`src/rtl/arith_pkg.sv`:
```
// arith_pkg: shared FSM states, constants and helpers for the arithmetic unit.
package arith_pkg;
    typedef enum logic [1:0] {IDLE, CALC, DONE} state_e;
    localparam logic [31:0] DIV_ZERO_QUOT = '1;
    function automatic int clog2(input int n);
        int r = 0;
        while ((1 << r) < n) r++;
        return r;
    endfunction
endpackage

```
`src/rtl/div_sub_stage.sv`:
```
// div_sub_stage: ripple subtractor a - b as a + ~b + 1 over full-adder cells.
module div_sub_stage #(
    parameter int WIDTH = 4
) (
    input  logic [WIDTH:0] a,
    input  logic [WIDTH:0] b,
    output logic [WIDTH:0] diff,
    output logic           no_borrow
);
    logic [WIDTH+1:0] c;
    assign c[0] = 1'b1;
    for (genvar i = 0; i <= WIDTH; i++) begin : g_fa
        assign diff[i]  = a[i] ^ ~b[i] ^ c[i];
        assign c[i+1]   = (a[i] & ~b[i]) | (c[i] & (a[i] ^ ~b[i]));
    end
    assign no_borrow = c[WIDTH+1];
endmodule

```
`src/rtl/seq_divider.sv`:
```
// seq_divider: restoring unsigned divider, one quotient bit per clock,
// start/done handshake with divide-by-zero flag.
module seq_divider
    import arith_pkg::*;
#(
    parameter int WIDTH = 4
) (
    input  logic             clk,
    input  logic             rst_n,
    input  logic             start,
    input  logic [WIDTH-1:0] dividend,
    input  logic [WIDTH-1:0] divisor,
    output logic             busy,
    output logic             done,
    output logic [WIDTH-1:0] quotient,
    output logic [WIDTH-1:0] remainder,
    output logic             div_by_zero
);
    localparam int CW = clog2(WIDTH);

    state_e           state_q, state_d;
    logic [WIDTH:0]   r_q, r_d, s, diff;
    logic [WIDTH-1:0] q_q, q_d, dvs_q, dvs_d, quot_q, quot_d, rem_q, rem_d;
    logic [CW-1:0]    cnt_q, cnt_d;
    logic             dbz_q, dbz_d, nb;
    logic             r_top_unused;

    // R is always below the divisor after an iteration, so its top bit never feeds back
    assign r_top_unused = r_q[WIDTH];
    assign s = {r_q[WIDTH-1:0], q_q[WIDTH-1]};

    div_sub_stage #(.WIDTH(WIDTH)) u_sub (
        .a(s),
        .b({1'b0, dvs_q}),
        .diff(diff),
        .no_borrow(nb)
    );

    always_comb begin
        state_d = state_q;
        r_d     = r_q;
        q_d     = q_q;
        dvs_d   = dvs_q;
        cnt_d   = cnt_q;
        quot_d  = quot_q;
        rem_d   = rem_q;
        dbz_d   = dbz_q;
        case (state_q)
            IDLE: if (start) begin
                dvs_d   = divisor;
                q_d     = dividend;
                r_d     = '0;
                cnt_d   = '0;
                dbz_d   = divisor == '0;
                state_d = divisor == '0 ? DONE : CALC;
                if (divisor == '0) begin
                    quot_d = DIV_ZERO_QUOT[WIDTH-1:0];
                    rem_d  = dividend;
                end
            end
            CALC: begin
                r_d   = nb ? diff : s;
                q_d   = {q_q[WIDTH-2:0], nb};
                cnt_d = cnt_q + 1'b1;
                if (cnt_q == CW'(WIDTH - 1)) begin
                    quot_d  = q_d;
                    rem_d   = r_d[WIDTH-1:0];
                    state_d = DONE;
                end
            end
            DONE:    state_d = IDLE;
            default: state_d = IDLE;
        endcase
    end

    always_ff @(posedge clk or negedge rst_n) begin
        if (!rst_n) begin
            state_q <= IDLE;
            r_q     <= '0;
            q_q     <= '0;
            dvs_q   <= '0;
            cnt_q   <= '0;
            quot_q  <= '0;
            rem_q   <= '0;
            dbz_q   <= 1'b0;
        end else begin
            state_q <= state_d;
            r_q     <= r_d;
            q_q     <= q_d;
            dvs_q   <= dvs_d;
            cnt_q   <= cnt_d;
            quot_q  <= quot_d;
            rem_q   <= rem_d;
            dbz_q   <= dbz_d;
        end
    end

    assign busy        = state_q != IDLE;
    assign done        = state_q == DONE;
    assign quotient    = quot_q;
    assign remainder   = rem_q;
    assign div_by_zero = dbz_q;
endmodule

```
`config.mk`:
```
export PLATFORM = sky130hd
export DESIGN_NAME = seq_divider
export DESIGN_NICKNAME = d
export VERILOG_FILES = /design/src/rtl/arith_pkg.sv /design/src/rtl/div_sub_stage.sv /design/src/rtl/seq_divider.sv
export SDC_FILE = /design/constraint.sdc
export NUM_CORES = 1
export LEC_CHECK = 0
export ABC_AREA = 1
export CORE_MARGIN = 4
export CORE_UTILIZATION = 50
export DETAILED_ROUTE_END_ITERATION = 16
export PLACE_DENSITY = 0.83
export SYNTH_ARGS = -nofsm -noshare
export SYNTH_HDL_FRONTEND = slang
export SYNTH_SLANG_ARGS = --single-unit
```
`constraint.sdc`:
```
create_clock -name clk -period 3.6 [get_ports clk]
set_input_delay 0.36 -clock clk [delete_from_list [all_inputs] [get_ports clk]]
set_output_delay 0.36 -clock clk [all_outputs]
set_load 0.01 [all_outputs]
```
; After elaboration in Yosys (flattened, before gate mapping)
; Cells that the tools add are included.
; W data, S select, Z words.
[totals]
regBits = 25
elab_cells = 68
in_bits = 11
out_inout_bits = 11
[classes]
addsub = 1
n_mux = 19
eq_ne = 6
n_bitwise = 26
n_reduce_logical = 8
[ops]
columns = op, n
row1 = $mux W4, 9
row2 = $pmux W4 S2, 4
row3 = $and A1 B1 Y1, 8
row4 = $mux W2, 4
row5 = $pmux W2 S2, 2
row6 = $xor A1 B1 Y1, 7
row7 = $ne A2 B2 Y1 const B, 3
row8 = $not A1 Y1, 6
row9 = $reduce_and A2 Y1, 3
row10 = $or A1 B1 Y1, 5
row11 = $eq A2 B2 Y1 const B, 2
row12 = $logic_not A4 Y1, 1
row13 = $reduce_and A4 Y1, 1
row14 = $reduce_bool A2 Y1, 2
row15 = $add A2 B1 Y2 const B, 1
row16 = $eq A2 B1 Y1 const B, 1
row17 = $logic_not A2 Y1, 1

; Logic depth before layout (Yosys ltp)
; Gate-level depths: netlist of run 1.
[depth]
depth_word = 14
ltp_mapped = 13
mapped_depth_nobuf = 13

; Modules after synthesis
; From an unflattened synthesis of run 1, not the netlist that was laid out.
[unflattened]
hier_cells = 156
area_unflattened_um2 = 1302.5
[by_module_without_submodules]
columns = module, instances, area_each_um2, cells_each
row1 = seq_divider, 1, 1172.4, 141
row2 = div_sub_stage, 1, 130.1, 15

; Least setup slack after synthesis of run 1
; No wires, ideal clock.
[synth_timing]
path_type = reg-to-reg
startpoint = register q_q[3]
endpoint = register rem_q[3], in the netlist remainder[3]
required_ns = 3.535
arrival_time_ns = 2.076
n_path_buf = 0
path_slack_ns = 1.459
stages_incl_launch_ff = 13
setup_time_ns = 0.065
synth_period_minus_slack_ns = 2.141
cell_sequence = dfrtp_1 -> inv_1 -> ha_1 -> inv_1 -> fa_1 -> fa_1 -> inv_1 -> fa_1 -> inv_1 -> nand3_1 -> nand3_1 -> nand2_1 -> nand2_1
[synth_via]
elab_chain_cells = 13
elab_cells_between_ends = 15
classes_between = mux (3) / bitwise (12)
[synth_rtl]
columns = element, line
row1 = from (decl), seq_divider.sv:23  ; logic [WIDTH-1:0] q_q, q_d, dvs_q, dvs_d, quot_q, quot_d, rem_q, rem_d;
row2 = from (signal assigned), seq_divider.sv:89  ; q_q <= q_d;
row3 = $and A1 B1 Y1 or $xor A1 B1 Y1 (tied branches), div_sub_stage.sv:14  ; assign c[i+1] = (a[i] & ~b[i]) | (c[i] & (a[i] ^ ~b[i]));
row4 = $or A1 B1 Y1 (*), div_sub_stage.sv:14
row5 = $and A1 B1 Y1 (*), div_sub_stage.sv:14
row6 = $or A1 B1 Y1 (*), div_sub_stage.sv:14
row7 = $and A1 B1 Y1 (*), div_sub_stage.sv:14
row8 = $or A1 B1 Y1 (*), div_sub_stage.sv:14
row9 = $and A1 B1 Y1, div_sub_stage.sv:14
row10 = $or A1 B1 Y1, div_sub_stage.sv:14
row11 = $and A1 B1 Y1, div_sub_stage.sv:14
row12 = $or A1 B1 Y1, div_sub_stage.sv:14
row13 = $mux W4 (*), seq_divider.sv:62  ; r_d = nb ? diff : s;
row14 = $mux W4 (*), seq_divider.sv:65  ; if (cnt_q == CW'(WIDTH - 1)) begin
row15 = $pmux W4 S2 (*), seq_divider.sv:48  ; case (state_q)
row16 = to (signal assigned), seq_divider.sv:93  ; rem_q <= rem_d;
row17 = to (decl), seq_divider.sv:23
; Every way passes the cells marked *; elsewhere a longest branch is shown, timed or not. The select of a mux whose other input is x is not followed.
; A chain may end at the register's enable or synchronous reset.

; Worst setup path after layout of run 1
[layout_timing]
startpoint = register q_q[3]
endpoint = register rem_q[2], in the netlist remainder[2]
[layout_via]
elab_chain_cells = 13
elab_cells_between_ends = 15
classes_between = mux (3) / bitwise (12)
[layout_rtl]
columns = element, line
row1 = $and A1 B1 Y1 or $xor A1 B1 Y1 (tied branches), div_sub_stage.sv:14
row2 = $or A1 B1 Y1 (*), div_sub_stage.sv:14
row3 = $and A1 B1 Y1 (*), div_sub_stage.sv:14
row4 = $or A1 B1 Y1 (*), div_sub_stage.sv:14
row5 = $and A1 B1 Y1, div_sub_stage.sv:14
row6 = $or A1 B1 Y1, div_sub_stage.sv:14
row7 = $and A1 B1 Y1, div_sub_stage.sv:14
row8 = $or A1 B1 Y1, div_sub_stage.sv:14
row9 = $and A1 B1 Y1, div_sub_stage.sv:14
row10 = $or A1 B1 Y1, div_sub_stage.sv:14
row11 = $mux W4 (*), seq_divider.sv:62
row12 = $mux W4 (*), seq_divider.sv:65
row13 = $pmux W4 S2 (*), seq_divider.sv:48
; Marked as above.

==> results of run 1 <==
routing by layer:
layer	vias to the layer above	share of wire, %	wire [um]	global-route usage, %
met4	0	0.93	22	3.97
met2	22	47	1120	26.0
met1	481	47	1100	21.7
met5	-	0	0	0
li1	497	-	-	-
met3	4	5.2	123	2.49
worst min path at each step:
stage	startpoint	endpoint	cells past startpoint
global route	remainder[3]	remainder[3]	2
finish	cnt_q[0]	cnt_q[0]	1
CTS	cnt_q[0]	cnt_q[0]	1
global placement	remainder[1]	remainder[1]	2
floorplan	rst_n	cnt_q[0]	0
detailed placement	remainder[3]	remainder[3]	2
per-stage QoR:
| step | total power, mW | cells |
|---|---|---|
| after CTS | 1.41 | 193 |
| after global routing | 1.53 | 193 |
| after floorplan | 1.05 | 144 |
| after global placement | 1.25 | 189 |
| after detailed placement | 1.28 | 189 |
| final | 1.40 | 193 |
cells in the mapped netlist:
master	count	area share (%)
nand3_1	15	6.1
buf_2	1	0.41
nor2_2	1	0.51
fa_1	3	4.9
inv_2	2	0.61
nand2_2	1	0.51
nand3_2	1	0.81
ha_1	2	2.0
buf_6	2	1.8
o21ai_1	1	0.41
o21ai_2	3	2.1
a21oi_1	1	0.41
o211ai_1	2	1.2
inv_1	15	4.6
buf_4	1	0.61
o21ai_0	9	3.7
o21a_1	1	0.61
nor2_1	9	2.7
nand2_1	49	15
dfrtp_1	25	51
where the power goes:
| part | total [mW] | leakage (nW) | internal, mW | switching [mW] |
|---|---|---|---|---|
| logic | 0.772 | 0.422 | 0.315 | 0.457 |
| clock network | 0.126 | 0.0150 | 0.0434 | 0.0827 |
| registers | 0.501 | 0.309 | 0.420 | 0.0810 |
cells in the final DEF, fill, tap and decap left out, drive strengths merged:
| cell | instances |
|---|---|
| clkbuf | 4 |
| nor2 | 10 |
| dfrtp | 25 |
| fa | 3 |
| clkdlybuf4s50 | 21 |
| ha | 2 |
| o21ai | 13 |
| nand3 | 16 |
| o211ai | 2 |
| a21oi | 1 |
| inv | 17 |
| o21a | 1 |
| nand2 | 50 |
sequential cells by signal, indices dropped and copies added, names as in the netlist:
signal	flops
dvs_q	4
cnt_q	2
div_by_zero	1
state_q	2
q_q	4
r_q	4
remainder	4
quotient	4
cells by family (layout without fill, tap and decap cells):
logic type | count (synthesis) | in the layout | synth area share, %
adder cells (fa/ha/maj) | 5 | 5 | 6.92
flip-flops | 25 | 25 | 50.9
AO/OA/AOI/OAI | 17 | 17 | 8.45
AND/OR/NAND/NOR | 76 | 76 | 25.7
buffers and inverters | 21 | 42 | 8.04
final cells by class:
type	count	share of cell area (%)
sequential	25	42.7
multi-input combinational	98	34.4
timing repair buffer	21	14.3
inverter	17	4.36
tap	28	2.39
clock buffer	4	1.79
==> qor.yml, run 1 <==
timing:
  finClkSkew_ns: 0.00542
  hold_viol_final: 0
  fin_ws_ns: 1.19
  rsz0062_at_grt: "no"
  max_freq_mhz: 415
  slew_headroom_pct: 27.4
  drv_slew: 0
  tns_ns: 0
  worstMarginPinSlew_ns: 1.09
  post-route-period-util_pct: 67.0
  setup-violations-final: 0
  hold_ws_ns: 0.486
  fin_crit_ns: 2.41
power:
  vdd_drop_max_uv: 546
  leakagePower_nw: 0.746
  power_density_mw_per_mm2: 955
job:
  drv_cap: 0
logic_synthesis:
  syn_inst: 144
  ys_types: 20
  postSynthRegisterBits: 25
  synth_area_mm2: 0.00123
  yosysSeqAreaShare_pct: 50.9
  syn_avg_cell_area_um2: 8.53
  ys_warn_count: 0
  syn_nets: 160
setup_path:
  crit_family: "adder cells"
  r2r_slack_ns: 1.19
  path_depth: 13
  slowest_stage: "dfrtp_1"
  setup.worst_path.class: "reg -> reg"
  r2r_cells: 13
  cp-endpoint: "remainder[2]"
  reg2reg_to: "remainder[2]"
  max_stage_delay_ns: 0.40
  cp_num_buf_inv: 4
  crit_top_cell: "inv_1"
  cp.arrival_ns: 2.68
  r2r_start: "q_q[3]"
  required_ns: 3.87
  crit_path_max_fanout: 5
  cp-start-kind: "register"
  setup.worst_path.start: "q_q[3]"
  path_cells: "inv_1 -> ha_1 -> inv_1 -> fa_1 -> fa_1 -> inv_1 -> fa_1 -> inv_1 -> nor2_1 -> nand3_1 -> nand3_1 -> nand2_1 -> nand2_1"
  cp-end-kind: "register"
finish:
  diodes: 0
  final_util_pct: 64.4
  drive_above_1_share_pct: 6.67
  final_nets: 182
  finalInstanceArea_mm2: 0.00147
  multiInputGateArea_um2: 504
  fillers: 190
  regArea_um2: 626
  area_growth_pct: 19.2
global_route:
  grt_max_degree: 26
  grt_util_all_layers_pct: 15.8
  grt_overflow: 0
  antenna_found_initial: 0
  grt_pass1_wl_mm: 4.17
  grt_pass1_vias: 957
floorplan:
  dieWidth_um: 57.6
  row_count: 17
  start_util_pct: 54.0
  die_h_um: 57.6
  pin_count: 22
  coreArea_mm2: 0.00228
  die_area_mm2: 0.00331
placed_design:
  io_buffers: 21
  hpwl_mm: 1.79
  preCtsSetupSlack_ns: 1.23
  dpl-instance-area_mm2: 0.00144
  gp_congestion: 0.849
clocking:
  hold_buffers: 0
  cts_root_buf: "clkbuf_4"
  cts_resized: 0
  h-tree-depth: 1
  cts_setup_buffers: 0
  cts_tree: "built"
  cts.path.max_buffers: 2
  clk-insertion-delay-late_ns: 0.32
  cts.clk_slew.worst_paths_ns: 0.13
  cts_sinks: 25
  numCtsBuffers: 3
status:
  outcome: "completed"
routing:
  routed_wl_mm: 2.36
  drtPass1Iterations: 4
  drt_iter0_drc: 28
  route.detailed.drc: 0
  vias: 1004
  via_per_inst: 5.20
  routedWlPerCell_um: 12.2
  ant_nets: 0
min_path:
  worstHoldPathType: "reg -> reg"
No activity file was read; power rests on OpenSTA's default activity.
==> run 2, diff against run 1 <==
==> constraint.sdc (replaced) <==
create_clock -name clk -period 2.5 [get_ports clk]
set_input_delay 0.25 -clock clk [delete_from_list [all_inputs] [get_ports clk]]
set_output_delay 0.25 -clock clk [all_outputs]
set_load 0.01 [all_outputs]
==> run 2 against run 1 <==
Non-clock buffer count rose by 2. First-iteration DRC count did not move. Design area rose by 1.8%. Combinational power rose by 49%. Clock skew rose by 0.011 ns. Sequential power rose by 46%. Hold slack got worse by 0.23 ns. Critical path type unchanged. Critical endpoint is now remainder[3].
==> qor.yml, run 2 (synthesis results as in run 1) <==
status:
  outcome: "completed"
timing:
  drv_slew: 0
  max_freq_mhz: 422
  fin_ws_ns: 0.128
  fin_crit_ns: 2.37
  worstMarginPinSlew_ns: 0.421
  slew_headroom_pct: 71.9
  post-route-period-util_pct: 94.9
  hold_viol_final: 0
  finClkSkew_ns: 0.0168
  setup-violations-final: 0
power:
  power_density_mw_per_mm2: 1390
  vdd_drop_max_uv: 816
  finalPower_mw: 2.07
  leakagePower_nw: 0.756
routing:
  routedWlPerCell_um: 13.2
  routed_wl_mm: 2.57
  route.detailed.drc: 0
  drt_iter0_drc: 28
  via_per_inst: 5.18
  drtPass1Iterations: 4
  ant_nets: 0
  vias: 1010
global_route:
  grt_overflow: 0
  antenna_found_initial: 0
  grt_util_all_layers_pct: 16.7
  grt_pass1_wl_mm: 4.36
  grt_max_degree: 26
  grt_pass1_vias: 992
finish:
  fillers: 196
  final_cells: 195
  diodes: 0
  final_util_pct: 65.5
  layout_common_cells: "49 x nand2_1, 25 x dfrtp_1, 21 x clkdlybuf4s50_1"
  final_nets: 184
  final_common_cell: "nand2_1"
  area_growth_pct: 21.4
  drive_above_1_share_pct: 8.98
setup_path:
  cp-start-kind: "register"
  r2r_slack_ns: 0.13
  path_depth: 12
  reg2reg_to: "remainder[3]"
  setup.worst_path.class: "reg -> reg"
  cp-endpoint: "remainder[3]"
  crit_path_max_fanout: 2
  required_ns: 2.78
  r2r_cells: 12
  cp.arrival_ns: 2.66
  path_cells: "inv_1 -> ha_1 -> inv_1 -> fa_1 -> fa_1 -> inv_1 -> fa_1 -> inv_1 -> nand3_1 -> nand3_1 -> nand2_1 -> nand2_1"
  crit_top_cell: "inv_1"
  r2r_start: "q_q[3]"
  setup.worst_path.start: "q_q[3]"
  cp-end-kind: "register"
  crit_family: "adder cells"
  max_stage_delay_ns: 0.41
  cp_num_buf_inv: 4
  slowest_stage: "dfrtp_1"
clocking:
  clk-insertion-delay-late_ns: 0.33
  h-tree-depth: 1
  cts_root_buf: "clkbuf_4"
  cts_sinks: 25
  cts.path.max_buffers: 2
  hold_buffers: 0
  cts_tree: "built"
  numCtsBuffers: 3
  cts.clk_slew.worst_paths_ns: 0.15
placed_design:
  dp_cells: 190
  gp_congestion: 0.858
  io_buffers: 21
  hpwl_mm: 1.93
  preCtsSetupSlack_ns: 0.109
floorplan:
  start_util_pct: 54.0
  pin_count: 22
  dieWidth_um: 57.6
  row_count: 17
  coreArea_mm2: 0.00228
  die_h_um: 57.6
  die_area_mm2: 0.00331
job:
  drv_cap: 0
min_path:
  worstHoldPathType: "in -> async"
## run 2: cell count changes in the layout (fill, tap and decap cells not counted)
cell,previous run,this run
buf_4,0,2
clkbuf_1,1,0
clkinvlp_4,0,1
nor2_1,9,8
nor2_4,0,1
## run 2: worst min path at each step
stage                    to         start  cells past startpoint
6_report             r_q[2]         rst_n                      2
4_1_cts              r_q[2]         rst_n                      2
2_1_floorplan      cnt_q[0]         rst_n                      0
3_3_place_gp   remainder[1]  remainder[1]                      2
5_1_grt              q_q[1]         rst_n                      2
3_5_place_dp   remainder[3]  remainder[3]                      2
## run 2: area by class of cell
type                    instances  area (um^2)  share of cell area (%)
clock inverters                 1         7.51                   0.503
flip-flops and latches         25          626                    41.9
repair buffers                 23          225                    15.1
multi-input cells              98          512                    34.3
well taps                      28         35.0                    2.35
inverters                      17         63.8                    4.28
clock buffers                   3         22.5                    1.51
## run 2: stage by stage
stage / instance area [um^2] / hold WS [ns] / TNS (ns)
after floorplan: 1230 / -0.0456 / 0
after global placement: 1450 / 0.464 / 0
after detailed placement: 1450 / 0.465 / 0
after CTS: 1480 / 0.275 / 0
after global routing: 1490 / 0.281 / -0.0250
final: 1490 / 0.254 / 0
## run 2: metal layers
metal	track usage (%)	wire length, um
met5	0	0
met4	5.63	34
met1	21.6	1170
met3	2.26	104
met2	28.5	1270
## run 2: timing repair
action / in CTS / in global routing
buffers inserted: 0 / 1
endpoints found under the setup margin: 0 / 8
resized for setup: 0 / 2
## run 2: where the power goes
| part | internal (mW) | switching (mW) |
|---|---|---|
| logic | 0.473 | 0.681 |
| clock network | 0.0611 | 0.128 |
| registers | 0.604 | 0.124 |
